`src/rtl/f15_rise_decay_sched_if.sv`:
```
// Beat stream, bin-memory and rise/decay-unit signals of the fosphor line scheduler.
// The slave side is the scheduler; the master side is the beat source plus memory/unit.
interface f15_rise_decay_sched_if #(
    parameter int AW = 10
);
    logic          in_valid;
    logic          in_ready;
    logic [AW-1:0] in_addr;
    logic          in_hit;
    logic          in_last;

    logic          rd_en;
    logic [AW-1:0] rd_addr;

    logic [15:0]   dp_k;
    logic          dp_ena;
    logic          dp_mode;

    logic          wr_en;
    logic [AW-1:0] wr_addr;
    logic          wr_zero;

    modport master (
        output in_valid, in_addr, in_hit, in_last,
        input  in_ready,
        input  rd_en, rd_addr,
        input  dp_k, dp_ena, dp_mode,
        input  wr_en, wr_addr, wr_zero
    );

    modport slave (
        input  in_valid, in_addr, in_hit, in_last,
        output in_ready,
        output rd_en, rd_addr,
        output dp_k, dp_ena, dp_mode,
        output wr_en, wr_addr, wr_zero
    );
endinterface

```
`src/rtl/f15_rise_decay_sched.sv`:
```
// Line scheduler for the fosphor rise/decay unit: issues bin reads, aligned unit controls
// and write-backs, applies decay every N lines and runs whole-memory clear sweeps.
module f15_rise_decay_sched #(
    parameter int AW     = 10,
    parameter int RD_LAT = 2,
    parameter int DP_LAT = 5
) (
    input  logic        clk,
    input  logic        rst,
    input  logic [15:0] cfg_k_rise,
    input  logic [15:0] cfg_k_decay,
    input  logic        cfg_rise_ena,
    input  logic        cfg_decay_ena,
    input  logic [7:0]  cfg_decay_div,
    input  logic        cfg_clear,
    output logic        clear_busy,
    f15_rise_decay_sched_if.slave bus
);
    localparam int W  = RD_LAT + DP_LAT;
    localparam int DW = $clog2(W + 1);

    localparam logic [1:0] ST_RUN   = 2'd0;
    localparam logic [1:0] ST_DRAIN = 2'd1;
    localparam logic [1:0] ST_CLEAR = 2'd2;

    typedef struct packed {
        logic [15:0] k_rise;
        logic [15:0] k_decay;
        logic        rise_ena;
        logic        decay_ena;
        logic [7:0]  div;
    } cfg_t;

    // One slot per cycle of read + unit latency; slot 0 drives the read port.
    typedef struct packed {
        logic          v;
        logic [AW-1:0] addr;
        logic [15:0]   k;
        logic          ena;
        logic          mode;
        logic          zero;
    } slot_t;

    logic [1:0]    state_q, state_d;
    logic [DW-1:0] drain_q, drain_d;
    logic [AW-1:0] sweep_q, sweep_d;
    logic          pending_q, pending_d;
    logic          after_clr_q, after_clr_d;
    logic          line_active_q, line_active_d;
    logic [7:0]    line_cnt_q, line_cnt_d;
    cfg_t          cfg_q, cfg_d;
    slot_t         pipe_q [0:W];
    slot_t         pipe_d [0:W];

    cfg_t cfg_live;
    cfg_t cfg_eff;
    logic accept;
    logic clr_req;

    assign cfg_live = {cfg_k_rise, cfg_k_decay, cfg_rise_ena, cfg_decay_ena, cfg_decay_div};

    // The first beat of a line uses live config; later beats use the copy taken then.
    assign cfg_eff = line_active_q ? cfg_q : cfg_live;

    assign bus.in_ready = (state_q == ST_RUN);
    assign accept       = bus.in_valid & bus.in_ready;
    assign clear_busy   = pending_q | (state_q == ST_CLEAR) | ((state_q == ST_DRAIN) & after_clr_q);
    assign clr_req      = pending_q | (cfg_clear & ~clear_busy);

    always_comb begin
        // NOTE: every signal gets its default first, so no path through the block leaves it unassigned and infers a latch.
        state_d       = state_q;
        drain_d       = drain_q;
        sweep_d       = sweep_q;
        pending_d     = pending_q;
        after_clr_d   = after_clr_q;
        line_active_d = line_active_q;
        line_cnt_d    = line_cnt_q;
        cfg_d         = cfg_q;

        if (cfg_clear && !clear_busy) begin
            pending_d = 1'b1;
        end

        if (accept) begin
            if (!line_active_q) begin
                cfg_d = cfg_live;
            end
            line_active_d = ~bus.in_last;
            if (bus.in_last) begin
                line_cnt_d = (line_cnt_q == 8'd0) ? cfg_eff.div : line_cnt_q - 8'd1;
            end
        end

        case (state_q)
            ST_RUN: begin
                if (accept && bus.in_last) begin
                    state_d = ST_DRAIN;
                    drain_d = DW'(W);
                end else if (!accept && !line_active_q && clr_req) begin
                    state_d   = ST_CLEAR;
                    sweep_d   = '0;
                    pending_d = 1'b0;
                end
            end
            ST_DRAIN: begin
                if (drain_q == '0) begin
                    after_clr_d = 1'b0;
                    if (clr_req) begin
                        state_d   = ST_CLEAR;
                        sweep_d   = '0;
                        pending_d = 1'b0;
                    end else begin
                        state_d = ST_RUN;
                    end
                end else begin
                    drain_d = drain_q - DW'(1);
                end
            end
            ST_CLEAR: begin
                line_cnt_d = 8'd0;
                sweep_d    = sweep_q + AW'(1);
                if (sweep_q == '1) begin
                    state_d     = ST_DRAIN;
                    drain_d     = DW'(W);
                    after_clr_d = 1'b1;
                end
            end
            default: begin
                state_d = ST_RUN;
            end
        endcase
    end

    always_comb begin
        pipe_d[0] = '0;
        if (accept) begin
            pipe_d[0].v    = 1'b1;
            pipe_d[0].addr = bus.in_addr;
            if (bus.in_hit) begin
                pipe_d[0].k    = cfg_eff.k_rise;
                pipe_d[0].ena  = cfg_eff.rise_ena;
                pipe_d[0].mode = 1'b0;
            end else begin
                pipe_d[0].k    = cfg_eff.k_decay;
                pipe_d[0].ena  = cfg_eff.decay_ena & (line_cnt_q == 8'd0);
                pipe_d[0].mode = 1'b1;
            end
        end else if (state_q == ST_CLEAR) begin
            pipe_d[0].v    = 1'b1;
            pipe_d[0].addr = sweep_q;
            pipe_d[0].zero = 1'b1;
        end
        for (int i = 1; i <= W; i++) begin
            pipe_d[i] = pipe_q[i-1];
        end
    end

    always_ff @(posedge clk) begin
        if (rst) begin
            // NOTE: state updates use non-blocking assignments so every flop samples pre-edge values regardless of statement order.
            state_q       <= ST_RUN;
            drain_q       <= '0;
            sweep_q       <= '0;
            pending_q     <= 1'b0;
            after_clr_q   <= 1'b0;
            line_active_q <= 1'b0;
            line_cnt_q    <= 8'd0;
            cfg_q         <= '0;
            // NOTE: the slot pipeline is small flop storage, not RAM, and is cleared so in-flight reads/writes never survive reset.
            for (int i = 0; i <= W; i++) begin
                pipe_q[i] <= '0;
            end
        end else begin
            state_q       <= state_d;
            drain_q       <= drain_d;
            sweep_q       <= sweep_d;
            pending_q     <= pending_d;
            after_clr_q   <= after_clr_d;
            line_active_q <= line_active_d;
            line_cnt_q    <= line_cnt_d;
            cfg_q         <= cfg_d;
            pipe_q        <= pipe_d;
        end
    end

    // Empty slots carry all-zero fields, so controls read 0 on cycles with no beat.
    assign bus.rd_en   = pipe_q[0].v;
    assign bus.rd_addr = pipe_q[0].addr;
    assign bus.dp_k    = pipe_q[RD_LAT].k;
    assign bus.dp_ena  = pipe_q[RD_LAT].ena;
    assign bus.dp_mode = pipe_q[RD_LAT].mode;
    assign bus.wr_en   = pipe_q[W].v;
    assign bus.wr_addr = pipe_q[W].addr;
    assign bus.wr_zero = pipe_q[W].zero;
endmodule

```
`src/flat_wrapper.sv`:
```
// flat-port wrapper written by rule: the top's interface ports become plain ports
module f15_rise_decay_sched_flat 
#(
    parameter int AW     = 10,
    parameter int RD_LAT = 2,
    parameter int DP_LAT = 5
)
  (clk, rst, cfg_k_rise, cfg_k_decay, cfg_rise_ena, cfg_decay_ena, cfg_decay_div, cfg_clear, clear_busy, bus_in_valid, bus_in_addr, bus_in_hit, bus_in_last, bus_in_ready, bus_rd_en, bus_rd_addr, bus_dp_k, bus_dp_ena, bus_dp_mode, bus_wr_en, bus_wr_addr, bus_wr_zero);
  f15_rise_decay_sched_if #(.AW(AW)) bus_i ();
  input  logic clk;
  input  logic rst;
  input  logic [15:0] cfg_k_rise;
  input  logic [15:0] cfg_k_decay;
  input  logic cfg_rise_ena;
  input  logic cfg_decay_ena;
  input  logic [7:0] cfg_decay_div;
  input  logic cfg_clear;
  output logic clear_busy;
  input wire logic [$bits(bus_i.in_valid)-1:0] bus_in_valid;
  input wire logic [$bits(bus_i.in_addr)-1:0] bus_in_addr;
  input wire logic [$bits(bus_i.in_hit)-1:0] bus_in_hit;
  input wire logic [$bits(bus_i.in_last)-1:0] bus_in_last;
  output wire logic [$bits(bus_i.in_ready)-1:0] bus_in_ready;
  output wire logic [$bits(bus_i.rd_en)-1:0] bus_rd_en;
  output wire logic [$bits(bus_i.rd_addr)-1:0] bus_rd_addr;
  output wire logic [$bits(bus_i.dp_k)-1:0] bus_dp_k;
  output wire logic [$bits(bus_i.dp_ena)-1:0] bus_dp_ena;
  output wire logic [$bits(bus_i.dp_mode)-1:0] bus_dp_mode;
  output wire logic [$bits(bus_i.wr_en)-1:0] bus_wr_en;
  output wire logic [$bits(bus_i.wr_addr)-1:0] bus_wr_addr;
  output wire logic [$bits(bus_i.wr_zero)-1:0] bus_wr_zero;
  assign bus_i.in_valid = bus_in_valid;
  assign bus_i.in_addr = bus_in_addr;
  assign bus_i.in_hit = bus_in_hit;
  assign bus_i.in_last = bus_in_last;
  assign bus_in_ready = bus_i.in_ready;
  assign bus_rd_en = bus_i.rd_en;
  assign bus_rd_addr = bus_i.rd_addr;
  assign bus_dp_k = bus_i.dp_k;
  assign bus_dp_ena = bus_i.dp_ena;
  assign bus_dp_mode = bus_i.dp_mode;
  assign bus_wr_en = bus_i.wr_en;
  assign bus_wr_addr = bus_i.wr_addr;
  assign bus_wr_zero = bus_i.wr_zero;
  f15_rise_decay_sched #(.AW(AW), .RD_LAT(RD_LAT), .DP_LAT(DP_LAT)) u_core (.clk(clk), .rst(rst), .cfg_k_rise(cfg_k_rise), .cfg_k_decay(cfg_k_decay), .cfg_rise_ena(cfg_rise_ena), .cfg_decay_ena(cfg_decay_ena), .cfg_decay_div(cfg_decay_div), .cfg_clear(cfg_clear), .clear_busy(clear_busy), .bus(bus_i));
endmodule
```
`config.mk`:
```
export PLATFORM = sky130hd
export DESIGN_NAME = f15_rise_decay_sched_flat
export DESIGN_NICKNAME = d
export VERILOG_FILES = /design/src/rtl/f15_rise_decay_sched_if.sv /design/src/rtl/f15_rise_decay_sched.sv /design/src/flat_wrapper.sv
export SDC_FILE = /design/constraint.sdc
export NUM_CORES = 1
export LEC_CHECK = 0
export BUFFER_PORTS_ARGS = -buffer_cell sky130_fd_sc_hd__buf_2
export CORE_MARGIN = 2
export CORE_UTILIZATION = 50
export CTS_BUF_LIST = sky130_fd_sc_hd__clkbuf_4 sky130_fd_sc_hd__clkbuf_8
export DETAILED_ROUTE_END_ITERATION = 7
export PLACE_DENSITY = 0.82
export REMOVE_ABC_BUFFERS = 1
export SETUP_SLACK_MARGIN = 0.5
export SLEW_MARGIN = 10
export SYNTH_ARGS = -nofsm -noshare
export SYNTH_HDL_FRONTEND = slang
export SYNTH_SLANG_ARGS = --single-unit
```
`constraint.sdc`:
```
create_clock -name clk -period 5.76 [get_ports clk]
set_input_delay 0.576 -clock clk [delete_from_list [all_inputs] [get_ports clk]]
set_output_delay 0.576 -clock clk [all_outputs]
set_load 0.01 [all_outputs]
```
======== Yosys cells after proc, flatten, opt, wreduce, memory -nomap -nowiden ========
Index checks and enable logic that the tools add are counted.
storage, ports and cells
  bits of input ports ..................... 58
  register bits after elaboration ......... 218
  output and inout bits ................... 43
  word-level logic and storage cells ...... 119
operators by class
  bitwise gates (word level) .............. 10
  add/subtract/negate cells ............... 3
  muxes and demuxes ....................... 30
  reduce and logical (&&, ||, !) cells .... 20
  equal/unequal tests ..................... 11
operators by type and width
  operator                 count
  $mux W42                 1
  $mux W10                 4
  $pmux W10 S3             1
  $mux W11                 2
  $mux W18                 1
  $ne A2 B2 Y1 const B     6
  $add A10 B1 Y10 const B  1
  $eq A10 B10 Y1 const B   1
  $mux W2                  5
  $mux W3                  3
  $pmux W3 S3              1
  $logic_not A8 Y1         1
  $mux W1                  8
  $mux W8                  1
  $sub A8 B1 Y8 const B    1
  $pmux W2 S3              1
  $reduce_and A3 Y1        2
  $reduce_or A2 Y1         3
  $reduce_and A5 Y1        1
  $and A1 B1 Y1            4
  $logic_and A1 B1 Y1      4
  $pmux W1 S2              2
  $reduce_and A4 Y1        1
  $logic_not A1 Y1         3
  other kinds (12)         16

======== Longest topological paths before layout ========
Gate-level depths: netlist of the first run.
  depth after elaboration ................. 10
  depth in mapped cells ................... 8
  mapped depth without buffers ............ 6

======== Worst setup path before layout of the first run ========
Ideal clock, no wire load.
  path type ............................... input port to flip-flop
  start ................................... input rst
  end ..................................... register u_core.sweep_q[9]
  arrival time ............................ 1,953 ps
  buffers on the path ..................... 3
  setup slack ............................. 3,719 ps
  data required time ...................... 5,672 ps
  library setup time ...................... 88 ps
  stages on the path ...................... 8
  path through ............................ clkbuf_1 > or3b_2 > clkbuf_1 > inv_1 > buf_2 > nand2_1 > mux2_2 > o31ai_1
RTL lines
  element               RTL line                     text
  from (decl)           flat_wrapper.sv:11           input logic rst;
  to (signal assigned)  f15_rise_decay_sched.sv:177  sweep_q <= sweep_d;
  to (decl)             f15_rise_decay_sched.sv:46   logic [AW-1:0] sweep_q, sweep_d;

======== Final worst setup path of the first run ========
  start ................................... register u_core.state_q[0]
  end ..................................... register u_core.cfg_q[29] (netlist name)
between the ends
  longest elaborated chain between the ends .. 2
ends and longest elaborated chain
  element                 RTL line                     text
  from (decl)             f15_rise_decay_sched.sv:44   logic [1:0] state_q, state_d;
  from (signal assigned)  f15_rise_decay_sched.sv:175  state_q <= state_d;
  $logic_not A2 Y1        f15_rise_decay_sched.sv:65   assign bus.in_ready = (state_q == ST_RUN);
  $and A1 B1 Y1           f15_rise_decay_sched.sv:66   assign accept = bus.in_valid & bus.in_ready;
  to (signal assigned)    f15_rise_decay_sched.sv:182  cfg_q <= cfg_d;
  to (decl)               f15_rise_decay_sched.sv:51   cfg_t cfg_q, cfg_d;
No other way between the ends.
A chain may end at the register's enable or synchronous reset.

==> flow_summary.toml, run 1 <==
[run_status]
outcome = "complete, no violations"

[yosys]
seq_area_frac_synth = 0.5794
async_flop_share = 0
average_size_of_a_mapped_cell_um2 = 11.29
post_synth_edffs = 0
synth.lib_cells_used.distinct = 55
synthesis.yosys.warnings = 0
ys_dominant_reg_cell = "sky130_fd_sc_hd__dfxtp_1"
syn_area_um2 = 7532
yosys_register_bits = 218
number_of_standard_cells_after_synthesis = 667

[clocking]
postCtsSetupBuffers = 0
ctsResizeCount = 0
clk_lat_worst_skew_ns = 0.49
cts-root-buf = "sky130_fd_sc_hd__clkbuf_8"
cts_tree = "done"
cts_inserted_buffers = 34
cts_hold_buffers = 0
clk_path_buf_depth = 3
numClockSinks = 218
cts.htree.levels = 2
path_clk_slew_ns = 0.06

[sta]
worst_pin_slew_ns = 1.249
slew_headroom = 0.1676
hold_viol_final = 0
max_clock_freq_mhz = 306.2
totalNegativeSetupSlack_ns = 0
fin_crit_sh = 0.5670
skew_ns = 0.01312
timing.final.max_slew_violations = 0
min_period_ns = 3.266
rsz_0062_raised_after_global_routing = "no"
finalSetupViolCount = 0

[pwr]
power.share.sequential = 0.478
power.ir.vdd_worst_uv = 143.2
power.combinational.fraction = 0.131
power_frac_clock = 0.392
p_leak_nw = 3.634
switching_power_mw = 0.8667
pwr_density_cell_nw_per_um2 = 402.9
p_sw_frac = 0.2482
internal-power_mw = 2.625

[global_route]
global_route.usage.total = 0.1719
maximum_number_of_pins_on_one_net_before_global_route_repair = 79
grt_first_pass_wirelength_mm = 22.62
via_count_of_the_first_global_routing_pass = 4817
grt-ovfl-total = 0
antenna_found_initial = 2

[routing]
antenna_violating_nets_post_route = 0
drcViolationCount = 0
drt-wirelength-per-cell_um = 14.65
drt-vias-per-instance = 5.168
routed_wl_mm = 13.90
detail_route.iter0.violations = 300
drt_pre_antenna_iters = 4
route.vias.total = 4904

[layout]
design.final.nets = 802
area_delta_synth_final_pct = 15.07
sequential_cell_area_um2 = 4364
multi_input_comb_area_um2 = 2750
drive_gt1_frac = 0.2516
final.fill_count = 1172
finish.instance_area_um2 = 8667

[worst_setup_path]
critPathMaxFanout = 36
reg2regPathDepth = 4
r2r_setup_slack_ns = 2.49
worst_ep_required_time_ns = 6.19
critical_path_arrival_ns = 3.69
critPathKind = "register to register"
crit_path_start_kind = "register"
critPathCaptureType = "register"

[min_path]
min_delay_path_depth = 3
holdCritPathClass = "input port to register"

[placement]
port_buffers = 100
place.gp.congestion = 0.8108
postPlaceCellArea_um2 = 7908
detailedPlacementHpwl_mm = 8.981

[die]
die_width_um = 126.7
top_level_ports = 101
die-height_um = 126.7
area_of_the_core_region_um2 = 14640
core.rowCount = 44
initial_utilization = 0.5144
die_area_um2 = 16060

[job]
total_of_max_cap_violations = 0
-- cell usage in the layout (no fill, tap or decap), drive strengths merged, types with 3 or more instances in the layout --
| master | n |
|---|---|
| clkbuf | 53 |
| clkinv | 5 |
| or3 | 5 |
| mux2i | 13 |
| o21ai | 17 |
| dfxtp | 218 |
| a21oi | 8 |
| buf | 103 |
| nor4 | 4 |
| nand2b | 11 |
| nor2 | 18 |
| ha | 5 |
| nand2 | 20 |
| nor2b | 128 |
| and2 | 18 |
| nand3 | 3 |
| mux2 | 3 |
| a211oi | 4 |
| a31oi | 5 |
| nor3 | 9 |
| a22o | 43 |
| a311oi | 4 |
| mux4 | 16 |
| nand4 | 3 |
| a21o | 5 |
| inv | 10 |
-- per-stage QoR --
stage	hold WS [ns]	worst slack [ns]	utilization	cells	power, mW
6_report	0.2903	2.494	0.5918	949	3.492
5_1_grt	0.2788	2.227	0.5918	949	3.648
4_1_cts	0.2697	2.534	0.5915	947	3.529
3_5_place_dp	0.4204	2.295	0.5400	887	2.151
3_3_place_gp	0.4159	2.526	0.5400	887	2.117
2_1_floorplan	0.4138	3.073	-	600	1.993
-- layout make-up --
class                           count  area share
Tap cell                          184     0.02656
Timing Repair Buffer              103     0.06063
Sequential cell                   218      0.5035
Antenna cell                        2   0.0005775
Clock buffer                       53     0.07983
Clock inverter                      7    0.007218
Inverter                           10    0.004331
Multi-Input combinational cell    372      0.3173
-- power groups by stage --
stage	clock network [mW]	logic [mW]	registers (mW)
finish	1.37	0.456	1.67
global route	1.47	0.503	1.68
CTS	1.41	0.455	1.67
detailed placement	0	0.453	1.70
global placement	0	0.426	1.69
floorplan	0	0.296	1.70
-- kinds of logic after synthesis --
| group | count (synthesis) | share of synthesized area |
|---|---|---|
| multiplexers | 32 | 0.06960 |
| AND/OR/NAND/NOR | 230 | 0.1804 |
| flip-flops | 218 | 0.5794 |
| XOR/XNOR | 2 | 0.002326 |
| AO/OA/AOI/OAI | 103 | 0.1042 |
| adder cells (fa/ha/maj) | 5 | 0.008306 |
| buffers and inverters | 77 | 0.05581 |
-- metal layers --
| layer | share of wire | global-route usage | up-vias |
|---|---|---|---|
| met5 | 0 | 0 | - |
| met2 | 0.50 | 0.2954 | 147 |
| met3 | 0.049 | 0.03754 | 30 |
| li1 | - | - | 2404 |
| met1 | 0.42 | 0.2048 | 2323 |
| met4 | 0.026 | 0.08403 | 0 |
-- worst max-delay path, cell delays in order, from the launching register on --
cell	delay, ns
sky130_fd_sc_hd__dfxtp_1	0.44
sky130_fd_sc_hd__nor3b_1	0.46
sky130_fd_sc_hd__nor2b_2	0.96
sky130_fd_sc_hd__a21o_1	1.07
sky130_fd_sc_hd__a22o_1	0.26
-- sequential cells by signal, summed over array words and instances (netlist names), 2 cells and up --
| register | count |
|---|---|
| u_core.bus.dp_k | 16 |
| u_core.pipe_d | 109 |
| u_core.drain_q | 3 |
| u_core.state_q | 2 |
| u_core.cfg_q | 42 |
| u_core.sweep_q | 10 |
| u_core.bus.wr_addr | 10 |
| u_core.line_cnt_q | 8 |
| u_core.bus.rd_addr | 10 |
-- final timing paths --
| path | startpoint | end |
|---|---|---|
| hold reg to reg | u_core.pipe_d[110] | u_core.pipe_d[80] |
| hold / removal | bus_in_addr[9] | u_core.bus.rd_addr[9] |
| setup / recovery | u_core.state_q[0] | u_core.cfg_q[29] |
| setup reg to reg | u_core.state_q[0] | u_core.cfg_q[29] |
-- cell usage after synthesis (2+ instances only) --
cell,n,area share
sky130_fd_sc_hd__a211oi_1,4,0.0040
sky130_fd_sc_hd__a21o_1,5,0.0050
sky130_fd_sc_hd__a21oi_1,7,0.0047
sky130_fd_sc_hd__a22o_1,42,0.049
sky130_fd_sc_hd__a311oi_1,4,0.0047
sky130_fd_sc_hd__a31o_2,2,0.0023
sky130_fd_sc_hd__a31oi_1,5,0.0042
sky130_fd_sc_hd__and2_1,18,0.015
sky130_fd_sc_hd__buf_1,2,0.0010
sky130_fd_sc_hd__buf_2,6,0.0040
sky130_fd_sc_hd__buf_4,27,0.027
sky130_fd_sc_hd__buf_6,3,0.0045
sky130_fd_sc_hd__clkbuf_1,29,0.014
sky130_fd_sc_hd__dfxtp_1,218,0.58
sky130_fd_sc_hd__ha_1,5,0.0083
sky130_fd_sc_hd__inv_1,10,0.0050
sky130_fd_sc_hd__mux2_2,3,0.0045
sky130_fd_sc_hd__mux2i_1,13,0.017
sky130_fd_sc_hd__mux4_2,16,0.048
sky130_fd_sc_hd__nand2_1,20,0.010
sky130_fd_sc_hd__nand2b_1,11,0.0091
sky130_fd_sc_hd__nand3_1,3,0.0020
sky130_fd_sc_hd__nand3b_1,2,0.0020
sky130_fd_sc_hd__nand4_1,3,0.0025
sky130_fd_sc_hd__nor2_1,17,0.0085
sky130_fd_sc_hd__nor2b_1,128,0.11
sky130_fd_sc_hd__nor3_1,9,0.0060
sky130_fd_sc_hd__nor3b_1,2,0.0020
sky130_fd_sc_hd__nor4_1,4,0.0033
sky130_fd_sc_hd__o21ai_0,17,0.011
sky130_fd_sc_hd__o31ai_1,2,0.0020
sky130_fd_sc_hd__o32ai_1,2,0.0023
sky130_fd_sc_hd__or3_1,5,0.0042
sky130_fd_sc_hd__xnor2_1,2,0.0023
Power figures use the tool's default switching activity.
==> run 2, diff against run 1 <==
==> constraint.sdc (replaced) <==
create_clock -name clk -period 3.02 [get_ports clk]
set_input_delay 0.302 -clock clk [delete_from_list [all_inputs] [get_ports clk]]
set_output_delay 0.302 -clock clk [all_outputs]
set_load 0.01 [all_outputs]
==> flow_summary.toml, run 2 (synthesis results as in run 1) <==
[run_status]
outcome = "complete, no violations"

[worst_setup_path]
critPathMaxStageDelay_ns = 0.52
worst_ep_required_time_ns = 3.41
critical_path_arrival_ns = 2.62
crit_family = "simple AND/OR/NAND/NOR gates"
critical-path-slowest-cell = "sky130_fd_sc_hd__nor4_1"
critPathKind = "register to register"
crit_path_start_kind = "register"
cp_num_buf_inv = 1
critPathMaxFanout = 5
critPathCaptureType = "register"
timing.critical_path.cells = "inv_1 > ha_1 > or4b_4 > nor4_1 > o21ai_0 > a32o_1"

[pwr]
p_leak_nw = 3.655
power.ir.vdd_worst_uv = 267.1
p_sw_frac = 0.2455
power_frac_clock = 0.399
switching_power_mw = 1.650
power.combinational.fraction = 0.126
power.share.sequential = 0.475
internal-power_mw = 5.070
pwr_density_cell_nw_per_um2 = 771.7

[routing]
antenna_violating_nets_post_route = 0
drt_pre_antenna_iters = 4
routed_wl_mm = 13.66
drt-vias-per-instance = 5.169
route.vias.total = 4916
drt-wirelength-per-cell_um = 14.36
detail_route.iter0.violations = 319
drcViolationCount = 0

[sta]
rsz_0062_raised_after_global_routing = "no"
skew_ns = 0.009148
worst_pin_slew_ns = 0.9428
min_period_ns = 2.232
hold_viol_final = 0
max_clock_freq_mhz = 448.0
fin_crit_sh = 0.7391
slew_headroom = 0.3715
timing.final.max_slew_violations = 0
totalNegativeSetupSlack_ns = 0
finalSetupViolCount = 0

[global_route]
maximum_number_of_pins_on_one_net_before_global_route_repair = 102
grt_first_pass_wirelength_mm = 22.46
via_count_of_the_first_global_routing_pass = 4700
global_route.usage.total = 0.1699
antenna_found_initial = 0
grt-ovfl-total = 0

[layout]
finish.cell_count_without_fillers = 951
final_common_cell = "sky130_fd_sc_hd__dfxtp_1"
n_antenna_cell = 0
layout_common_cells = "sky130_fd_sc_hd__dfxtp_1, sky130_fd_sc_hd__nor2b_1, sky130_fd_sc_hd__buf_2"
area_delta_synth_final_pct = 15.61
flip_flop_count_of_the_largest_register_all_copies_and_words_added = 109
final.fill_count = 1181
drive_gt1_frac = 0.2542
design.final.nets = 805

[die]
die_area_um2 = 16060
top_level_ports = 101
die_width_um = 126.7
initial_utilization = 0.5144
core.rowCount = 44
area_of_the_core_region_um2 = 14640
die-height_um = 126.7

[clocking]
path_clk_slew_ns = 0.06
clk_lat_worst_skew_ns = 0.49
clk_path_buf_depth = 3
cts_tree = "done"
numClockSinks = 218
cts-root-buf = "sky130_fd_sc_hd__clkbuf_8"
cts.htree.levels = 2
postCtsSetupBuffers = 0
cts_inserted_buffers = 34

[min_path]
holdCritPathClass = "input port to register"

[placement]
place.gp.congestion = 0.7883
detailedPlacementHpwl_mm = 8.903
placed_cells = 888
port_buffers = 100

[job]
total_of_max_cap_violations = 0
==> run 2: worst paths after layout <==
| check | start | endpoint | slack (ns) | cells after the start |
|---|---|---|---|---|
| hold reg to reg | u_core.pipe_d[88] | u_core.pipe_d[58] | 0.43 | 1 |
| setup reg to reg | u_core.line_cnt_q[0] | u_core.line_cnt_q[2] | 0.79 | 6 |
| setup / recovery | u_core.line_cnt_q[0] | u_core.line_cnt_q[2] | 0.79 | 6 |
| hold / removal | bus_in_addr[3] | u_core.bus.rd_addr[3] | 0.03 | 3 |
==> run 2: power groups by stage <==
| stage | combinational [mW] | clock, mW | sequential, mW |
|---|---|---|---|
| 5_1_grt | 0.946 | 2.88 | 3.21 |
| 4_1_cts | 0.853 | 2.74 | 3.19 |
| 6_report | 0.849 | 2.68 | 3.19 |
| 2_1_floorplan | 0.564 | 0 | 3.24 |
| 3_3_place_gp | 0.801 | 0 | 3.23 |
| 3_5_place_dp | 0.848 | 0 | 3.25 |
==> run 2: what timing repair did <==
item                       4_1_cts  5_1_grt
setup endpoints to repair        0       36
hold endpoints to repair         2        0
resized for setup                0        1
hold buffers                     2        0
==> run 2: layer usage <==
metal / track usage / vias up / wire [um]
li1: - / 2411 / -
met1: 0.2030 / 2339 / 5819
met2: 0.2948 / 129 / 6863
met3: 0.03796 / 37 / 579
met4: 0.07498 / 0 / 397
met5: 0 / - / 0
==> run 2: cell type report <==
type / instances / area [um2] / share of cell area
Multi-Input combinational cell: 372 / 2751 / 0.3159
Timing Repair Buffer: 106 / 553.0 / 0.06351
Clock inverter: 8 / 92.59 / 0.01063
Inverter: 10 / 37.54 / 0.004310
Sequential cell: 218 / 4364 / 0.5012
Tap cell: 184 / 230.2 / 0.02644
Clock buffer: 53 / 679.4 / 0.07802
==> run 2: worst min-delay path: stages <==
cell	delay (ns)
sky130_fd_sc_hd__buf_2	0.08
sky130_fd_sc_hd__nand2_1	0.04
sky130_fd_sc_hd__o21ai_0	0.05
==> run 2: per-stage QoR <==
stage	cell area (um2)	setup slack (ns)	utilization	total power [mW]	hold WS (ns)
global route	8708	0.6678	0.5947	7.039	0.004091
global placement	7915	0.8253	0.5405	4.034	0.4158
finish	8708	0.7880	0.5947	6.720	0.02941
detailed placement	7915	0.6891	0.5405	4.095	0.4212
CTS	8707	0.6424	0.5946	6.775	0.005216
floorplan	7149	0.4738	-	3.801	0.3736
